===== src/rtl/cache_pkg.sv =====
// Shared types and width helpers for the N-way set-associative data cache.
package cache_pkg;

    typedef enum logic [1:0] {
        IDLE   = 2'd0,
        LOOKUP = 2'd1,
        MEM_RD = 2'd2,
        MEM_WR = 2'd3
    } cache_state_t;

    function automatic int unsigned idx_w(input int unsigned sets);
        return $clog2(sets);
    endfunction

    function automatic int unsigned tag_w(input int unsigned addr_w, input int unsigned sets);
        return addr_w - $clog2(sets);
    endfunction

    function automatic int unsigned age_w(input int unsigned ways);
        return $clog2(ways);
    endfunction

endpackage


===== src/rtl/cache_lru.sv =====
// Per-set true-LRU age tracking and victim selection (lowest invalid way first,
// otherwise the way whose age is WAYS-1).
module cache_lru
    import cache_pkg::*;
#(
    parameter int unsigned WAYS = 4,
    parameter int unsigned SETS = 16
) (
    input  logic                     clk,
    input  logic                     rst,
    input  logic [idx_w(SETS)-1:0]   set_i,
    input  logic                     touch_i,
    input  logic [age_w(WAYS)-1:0]   touch_way_i,
    input  logic [WAYS-1:0]          valid_i,
    output logic [age_w(WAYS)-1:0]   victim_o
);

    localparam int unsigned IDX_W = idx_w(SETS);
    localparam int unsigned AGE_W = age_w(WAYS);

    logic [AGE_W-1:0] age_q [SETS][WAYS];
    logic [AGE_W-1:0] touched_age;

    assign touched_age = age_q[set_i][touch_way_i];

    // Ages within a set always form a permutation of 0..WAYS-1.
    always_ff @(posedge clk or posedge rst) begin
        if (rst) begin
            for (int unsigned s = 0; s < SETS; s++) begin
                for (int unsigned w = 0; w < WAYS; w++) begin
                    age_q[IDX_W'(s)][AGE_W'(w)] <= AGE_W'(w);
                end
            end
        end else if (touch_i) begin
            for (int unsigned w = 0; w < WAYS; w++) begin
                if (AGE_W'(w) == touch_way_i) begin
                    age_q[set_i][AGE_W'(w)] <= '0;
                end else if (age_q[set_i][AGE_W'(w)] < touched_age) begin
                    age_q[set_i][AGE_W'(w)] <= age_q[set_i][AGE_W'(w)] + AGE_W'(1);
                end
            end
        end
    end

    always_comb begin
        logic found;
        found    = 1'b0;
        victim_o = '0;
        for (int unsigned w = 0; w < WAYS; w++) begin
            if (!found && !valid_i[AGE_W'(w)]) begin
                found    = 1'b1;
                victim_o = AGE_W'(w);
            end
        end
        if (!found) begin
            for (int unsigned w = 0; w < WAYS; w++) begin
                if (age_q[set_i][AGE_W'(w)] == AGE_W'(WAYS - 1)) begin
                    victim_o = AGE_W'(w);
                end
            end
        end
    end

endmodule


===== src/rtl/cache_nway.sv =====
// N-way set-associative write-through, write-allocate cache with memory handshake.
// Optional hit/miss statistics counters are enabled by defining CACHE_STATS_EN.
module cache_nway
    import cache_pkg::*;
#(
    parameter int unsigned ADDR_W = 32,
    parameter int unsigned DATA_W = 32,
    parameter int unsigned WAYS   = 4,
    parameter int unsigned SETS   = 16
) (
    input  logic              clk,
    input  logic              rst,
    input  logic              req_valid,
    output logic              req_ready,
    input  logic              wr,
    input  logic [ADDR_W-1:0] addr,
    input  logic [DATA_W-1:0] data,
    output logic [DATA_W-1:0] out,
    output logic              out_valid,
    output logic              is_missrate,
    output logic              mem_req,
    output logic              mem_wr,
    output logic [ADDR_W-1:0] mem_addr,
    output logic [DATA_W-1:0] mem_wdata,
    input  logic              mem_ack,
    input  logic [DATA_W-1:0] mem_rdata
`ifdef CACHE_STATS_EN
    ,
    output logic [31:0]       hit_cnt,
    output logic [31:0]       miss_cnt
`endif
);

    localparam int unsigned IDX_W = idx_w(SETS);
    localparam int unsigned TAG_W = tag_w(ADDR_W, SETS);
    localparam int unsigned WAY_W = age_w(WAYS);

    cache_state_t state_q, state_d;
    logic              wr_q, wr_d, hit_q, hit_d;
    logic [ADDR_W-1:0] addr_q, addr_d;
    logic [DATA_W-1:0] data_q, data_d;
    logic [DATA_W-1:0] out_q, out_d;
    logic              out_valid_q, out_valid_d, miss_q, miss_d;
    logic              mem_req_q, mem_req_d, mem_wr_q, mem_wr_d;
    logic [ADDR_W-1:0] mem_addr_q, mem_addr_d;
    logic [DATA_W-1:0] mem_wdata_q, mem_wdata_d;

    logic [WAYS-1:0]   valid_q [SETS];
    logic [TAG_W-1:0]  tag_q   [SETS][WAYS];
    logic [DATA_W-1:0] line_q  [SETS][WAYS];

    logic [IDX_W-1:0]  idx;
    logic [TAG_W-1:0]  tag;
    logic              hit;
    logic [WAY_W-1:0]  hit_way, victim_way;
    logic              fill_en, touch_en;
    logic [WAY_W-1:0]  fill_way, touch_way;
    logic [DATA_W-1:0] fill_data;

    assign idx = addr_q[IDX_W-1:0];
    assign tag = addr_q[ADDR_W-1:IDX_W];

    always_comb begin
        hit     = 1'b0;
        hit_way = '0;
        for (int unsigned w = 0; w < WAYS; w++) begin
            if (!hit && valid_q[idx][WAY_W'(w)] && tag_q[idx][WAY_W'(w)] == tag) begin
                hit     = 1'b1;
                hit_way = WAY_W'(w);
            end
        end
    end

    cache_lru #(
        .WAYS (WAYS),
        .SETS (SETS)
    ) u_lru (
        .clk         (clk),
        .rst         (rst),
        .set_i       (idx),
        .touch_i     (touch_en),
        .touch_way_i (touch_way),
        .valid_i     (valid_q[idx]),
        .victim_o    (victim_way)
    );

    always_comb begin
        state_d     = state_q;
        wr_d        = wr_q;
        addr_d      = addr_q;
        data_d      = data_q;
        hit_d       = hit_q;
        out_d       = out_q;
        out_valid_d = 1'b0;
        miss_d      = miss_q;
        mem_req_d   = mem_req_q;
        mem_wr_d    = mem_wr_q;
        mem_addr_d  = mem_addr_q;
        mem_wdata_d = mem_wdata_q;
        fill_en     = 1'b0;
        fill_way    = '0;
        fill_data   = '0;
        touch_en    = 1'b0;
        touch_way   = '0;
        unique case (state_q)
            IDLE: begin
                if (req_valid) begin
                    wr_d    = wr;
                    addr_d  = addr;
                    data_d  = data;
                    state_d = LOOKUP;
                end
            end
            LOOKUP: begin
                if (wr_q) begin
                    fill_en     = 1'b1;
                    fill_way    = hit ? hit_way : victim_way;
                    fill_data   = data_q;
                    touch_en    = 1'b1;
                    touch_way   = fill_way;
                    hit_d       = hit;
                    mem_req_d   = 1'b1;
                    mem_wr_d    = 1'b1;
                    mem_addr_d  = addr_q;
                    mem_wdata_d = data_q;
                    state_d     = MEM_WR;
                end else if (hit) begin
                    out_d       = line_q[idx][hit_way];
                    out_valid_d = 1'b1;
                    miss_d      = 1'b0;
                    touch_en    = 1'b1;
                    touch_way   = hit_way;
                    state_d     = IDLE;
                end else begin
                    mem_req_d  = 1'b1;
                    mem_wr_d   = 1'b0;
                    mem_addr_d = addr_q;
                    state_d    = MEM_RD;
                end
            end
            MEM_RD: begin
                if (mem_ack) begin
                    fill_en     = 1'b1;
                    fill_way    = victim_way;
                    fill_data   = mem_rdata;
                    touch_en    = 1'b1;
                    touch_way   = victim_way;
                    out_d       = mem_rdata;
                    out_valid_d = 1'b1;
                    miss_d      = 1'b1;
                    mem_req_d   = 1'b0;
                    state_d     = IDLE;
                end
            end
            MEM_WR: begin
                if (mem_ack) begin
                    out_d       = data_q;
                    out_valid_d = 1'b1;
                    miss_d      = !hit_q;
                    mem_req_d   = 1'b0;
                    state_d     = IDLE;
                end
            end
            default: state_d = IDLE;
        endcase
    end

    always_ff @(posedge clk or posedge rst) begin
        if (rst) begin
            state_q     <= IDLE;
            wr_q        <= 1'b0;
            addr_q      <= '0;
            data_q      <= '0;
            hit_q       <= 1'b0;
            out_q       <= '0;
            out_valid_q <= 1'b0;
            miss_q      <= 1'b0;
            mem_req_q   <= 1'b0;
            mem_wr_q    <= 1'b0;
            mem_addr_q  <= '0;
            mem_wdata_q <= '0;
        end else begin
            state_q     <= state_d;
            wr_q        <= wr_d;
            addr_q      <= addr_d;
            data_q      <= data_d;
            hit_q       <= hit_d;
            out_q       <= out_d;
            out_valid_q <= out_valid_d;
            miss_q      <= miss_d;
            mem_req_q   <= mem_req_d;
            mem_wr_q    <= mem_wr_d;
            mem_addr_q  <= mem_addr_d;
            mem_wdata_q <= mem_wdata_d;
        end
    end

    always_ff @(posedge clk or posedge rst) begin
        if (rst) begin
            for (int unsigned s = 0; s < SETS; s++) begin
                valid_q[IDX_W'(s)] <= '0;
            end
        end else if (fill_en) begin
            valid_q[idx][fill_way] <= 1'b1;
        end
    end

    // Tag and data need no reset: a line is only read while its valid bit is set.
    always_ff @(posedge clk) begin
        if (fill_en) begin
            tag_q[idx][fill_way]  <= tag;
            line_q[idx][fill_way] <= fill_data;
        end
    end

    assign req_ready   = (state_q == IDLE);
    assign out         = out_q;
    assign out_valid   = out_valid_q;
    assign is_missrate = miss_q;
    assign mem_req     = mem_req_q;
    assign mem_wr      = mem_wr_q;
    assign mem_addr    = mem_addr_q;
    assign mem_wdata   = mem_wdata_q;

`ifdef CACHE_STATS_EN
    logic [31:0] hit_cnt_q, miss_cnt_q;

    always_ff @(posedge clk or posedge rst) begin
        if (rst) begin
            hit_cnt_q  <= '0;
            miss_cnt_q <= '0;
        end else if (out_valid_d) begin
            if (miss_d) begin
                if (miss_cnt_q != '1) miss_cnt_q <= miss_cnt_q + 32'd1;
            end else begin
                if (hit_cnt_q != '1) hit_cnt_q <= hit_cnt_q + 32'd1;
            end
        end
    end

    assign hit_cnt  = hit_cnt_q;
    assign miss_cnt = miss_cnt_q;
`endif

endmodule


===== config.mk =====
export PLATFORM = sky130hd
export DESIGN_NAME = cache_nway
export DESIGN_NICKNAME = d
export VERILOG_FILES = /design/src/rtl/cache_pkg.sv /design/src/rtl/cache_lru.sv /design/src/rtl/cache_nway.sv
export SDC_FILE = /design/constraint.sdc
export NUM_CORES = 2
export LEC_CHECK = 0
export ABC_AREA = 0
export CORE_ASPECT_RATIO = 0.7
export CORE_MARGIN = 2
export CORE_UTILIZATION = 59
export CTS_BUF_LIST = sky130_fd_sc_hd__clkbuf_4 sky130_fd_sc_hd__clkbuf_8
export DETAILED_ROUTE_END_ITERATION = 10
export GPL_TIMING_DRIVEN = 1
export HOLD_SLACK_MARGIN = 0.15
export PLACE_DENSITY = 0.79
export SLEW_MARGIN = 20
export SYNTH_ARGS = -nofsm -noshare
export SYNTH_HDL_FRONTEND = slang
export SYNTH_SLANG_ARGS = --single-unit

===== constraint.sdc =====
create_clock -name clk -period 11.8 [get_ports clk]
set_input_delay 1.77 -clock clk [delete_from_list [all_inputs] [get_ports clk]]
set_output_delay 1.77 -clock clk [all_outputs]
set_load 0.005 [all_outputs]

==> reports/results.txt <==
Status - finished, violations left
Failing checks - antenna violations
LEAKAGE - 61.6 nW
R2R depth - 21
Area after DPL - 174000 µm²
H-Tree Depth - 6
Max cap viols - 0
Synth unique cells - 97
Critical path type - reg -> reg
Crit path buffers/inverters - 2
Total power - 46.7 mW
Hold Buf Count CTS - 0
CTS tree - yes
Synthesized area per cell - 20.3 µm²
Largest net degree at the start of global routing - 124
Core box area - 281000 µm²
Worst Hold End - valid_q[21]
Routed length on met1 - 165000 µm
Share of power burned in registers - 40.8%
GRT overflow - 0
DR vias - 91000
Register-to-Register Setup Slack - 3010 ps
Most common cell after layout, fill and taps aside - edfxtp_1
Clk pwr share - 24.5%
Input/output buffers - 201
Slew headroom - 22.2%
Synth Register Bits - 4200
Drt total wl - 468000 µm
Synthesized cell area - 166000 µm²
Area grow syn2layout - 11.8%
PostCTS Resize Cnt - 0
Final setup TNS - 0 ps
Hold_sp - valid_q[21]
FF+latch area - 124000 µm²
# clock sinks - 4200
Vias/cell - 7.02
Post-synth EDFFs - 3840
Post-Syn Nets - 8292
CP max stage cell - dfrtp_4
Worst R2R Start - addr_q[1]
Most frequent cells in the layout - 3840 x edfxtp_1, 1003 x mux4_2, 642 x clkbuf_8, 493 x nand2_1, 374 x mux2i_1
Die area - 286000 µm²
Worst IR Drop VDD - 0.000248 V
Critical Path Start Type - flip-flop
Die Height - 448 µm
Multi-input combinational cell area - 40400 µm²
Register area share after synthesis - 74.8%
Antenna violations before repair - 16
Ports - 202
Worst-path clk slew - 60 ps
Remaining antenna violation count - 1
Ys async rst share - 8.57%
PwrDens - 251 nW/µm²
Skew final - 108 ps
Global-route wire length before repair - 657000 µm
Int Power - 30.2 mW
Gr usage total - 32.7%
Num CTS Buffers - 605
Cell count of the worst hold path - 1
DR WL/cell - 36.1 µm
Mapped Cells - 8178
DR DRC count - 0
CP max FO - 47
Sw power - 16.4 mW
RSZ-0062 raised after global routing - no
Worst-case clock buffer depth - 4
Share of cells above drive strength 1 - 28.9%
Setup crit end kind - flip-flop
Postcts setup bufs - 0
Fin crit period - 8790 ps
Final Cell Area - 186000 µm²
Uppermost layer routed - met5
Top FF cell, synth - edfxtp_1
Worst-skew pair later-pin latency - 1120 ps
Worst reg2reg endpoint - u_lru.age_q[17]
Slew at the pin closest to its max-slew limit - 1170 ps
Combinational share of power - 34.8%
Final worst path period share - 74.5%
CP top delay family - simple AND/OR/NAND/NOR gates
Wire length on met2 - 201000 µm
Synth warnings - 0
Max Slew Vio Count - 0
DRT iter0 DRCs - 17400
Worst Hold Class - reg -> reg
Max Fclk - 114 MHz
Placer congestion estimate - 0.971
CTS Root Cell - clkbuf_8
Switching Share - 35.2%
Final Hold Vio Count - 0
Worst-path cell chain - buf_4, nand2b_1, o22ai_1, a221oi_1, xnor2_1, a2111oi_0, o21ai_0, nand4b_1, nand2_2, o31a_1, mux2i_1, a21oi_1, o22ai_1, ha_1, nor2_1, o311ai_0, o32ai_2, buf_4, nor2_1, o21ai_0, o21ai_0
Met3 routed WL - 83200 µm
Starting Density - 59.2%
CP arrival - 9720 ps
Fill cells - 17000
Drt pass-1 iters - 9
CP max stage delay - 1020 ps
Worst Path Required - 12730 ps
Die Wd - 639 µm
Crit path launch - addr_q[1]
DP Wirelength - 275000 µm
Final setup viols - 0
CP most frequent cell - o21ai_0
Vias in the first global route - 89100
Fin nets - 8899
# rows - 163
==> final cells by class <==
cell class              instances  share of cell area (%)
inverters                      47                   0.105
diodes                         11                  0.0148
repair buffers                472                    2.42
flip-flops and latches       4200                    67.0
clock buffers                 850                    5.59
multi-input cells            3459                    21.7
well taps                    3712                    2.50
clock inverters               211                   0.680
==> synthesized netlist by cell type, types with 16 or more instances <==
master	count	share of area (%)
mux4_2	1003	14
nor2_1	186	0.42
nand2_1	496	1.1
nor3_1	33	0.099
a22o_1	39	0.21
nand3_1	80	0.24
a21oi_1	115	0.35
dfrtp_1	296	4.5
xnor2_1	92	0.48
a31oi_1	55	0.21
and3_1	19	0.071
nor2b_1	18	0.068
o2bb2ai_1	25	0.13
clkbuf_1	246	0.56
or2_2	53	0.20
buf_4	34	0.15
mux2_2	168	1.1
or2_1	18	0.068
nand2b_1	26	0.098
nand4_1	40	0.15
inv_1	35	0.079
edfxtp_1	3840	69
o211ai_1	39	0.18
o22ai_1	41	0.15
dfstp_2	64	1.0
nor4_1	16	0.060
buf_2	86	0.26
buf_1	69	0.16
a221oi_1	18	0.095
a22oi_1	152	0.69
mux2i_1	375	2.3
buf_6	37	0.25
o21ai_0	106	0.32
==> layer usage <==
| layer | global-route usage [%] | vias up |
|---|---|---|
| li1 | - | 35000 |
| met1 | 46.9 | 46600 |
| met2 | 45.7 | 8242 |
| met3 | 13.3 | 1114 |
| met4 | 11.6 | 4 |
| met5 | 0 | - |
==> kinds of logic after synthesis <==
| kind of cell | after synthesis | synth area share [%] |
|---|---|---|
| AND/OR/NAND/NOR | 1044 | 2.88 |
| buffers and inverters | 519 | 1.48 |
| AO/OA/AOI/OAI | 750 | 3.19 |
| XOR/XNOR | 102 | 0.537 |
| adder cells (fa/ha/maj) | 13 | 0.0978 |
| flip-flops | 4200 | 74.8 |
| multiplexers | 1550 | 17.0 |
==> flip-flops by register name, indices dropped and copies added (netlist names) <==
signal and count:
wr_q 1, mem_wr 1, line_q 2048, data_q 32
state_q 2, out_valid 1, is_missrate 1, addr_q 32
mem_req 1, u_lru.age_q 128, mem_wdata 32, tag_q 1792
mem_addr 32, valid_q 64, out 32, hit_q 1
==> power groups by stage <==
stage                     logic (mW)  registers [mW]  clock network [mW]
after floorplan                 9.59            19.4                   0
after global placement          15.3            19.3                   0
after detailed placement        15.6            19.3                   0
after CTS                       15.7            19.0                11.4
final                           16.2            19.0                11.4
after global routing            16.7            19.1                12.1
==> worst reg2reg max path: cells and delay by family (launching register included) <==
family	cells	cell delay (ps)
buffers and inverters	2	1100
and+or+nand+nor	5	3010
adders and majority gates	1	300
muxes	1	270
DFF	1	1020
AOI/OAI and AO/OA	11	2810
xor gates and xnor gates	1	110
==> worst max-delay path by stage <==
stage,end,slack (ps),cells past startpoint
after global placement,tag_q[8][104],3250,15
after CTS,u_lru.age_q[121],3180,22
final,u_lru.age_q[17],3010,21
after floorplan,addr_q[0],150,1
after global routing,u_lru.age_q[113],2600,23
after detailed placement,line_q[15][62],3250,15
==> metrics by stage <==
step                      hold slack, ps  util [%]  setup WS [ps]  instances
final                                465      66.1           3010      13000
after global routing                 473      66.1           2600      13000
after CTS                            462      66.1           3180      13000
after detailed placement             447      62.0           3250      11900
after global placement               441      62.0           3250      11900
after floorplan                      428         -            146       8178
No activity file was read; power rests on OpenSTA's default activity.
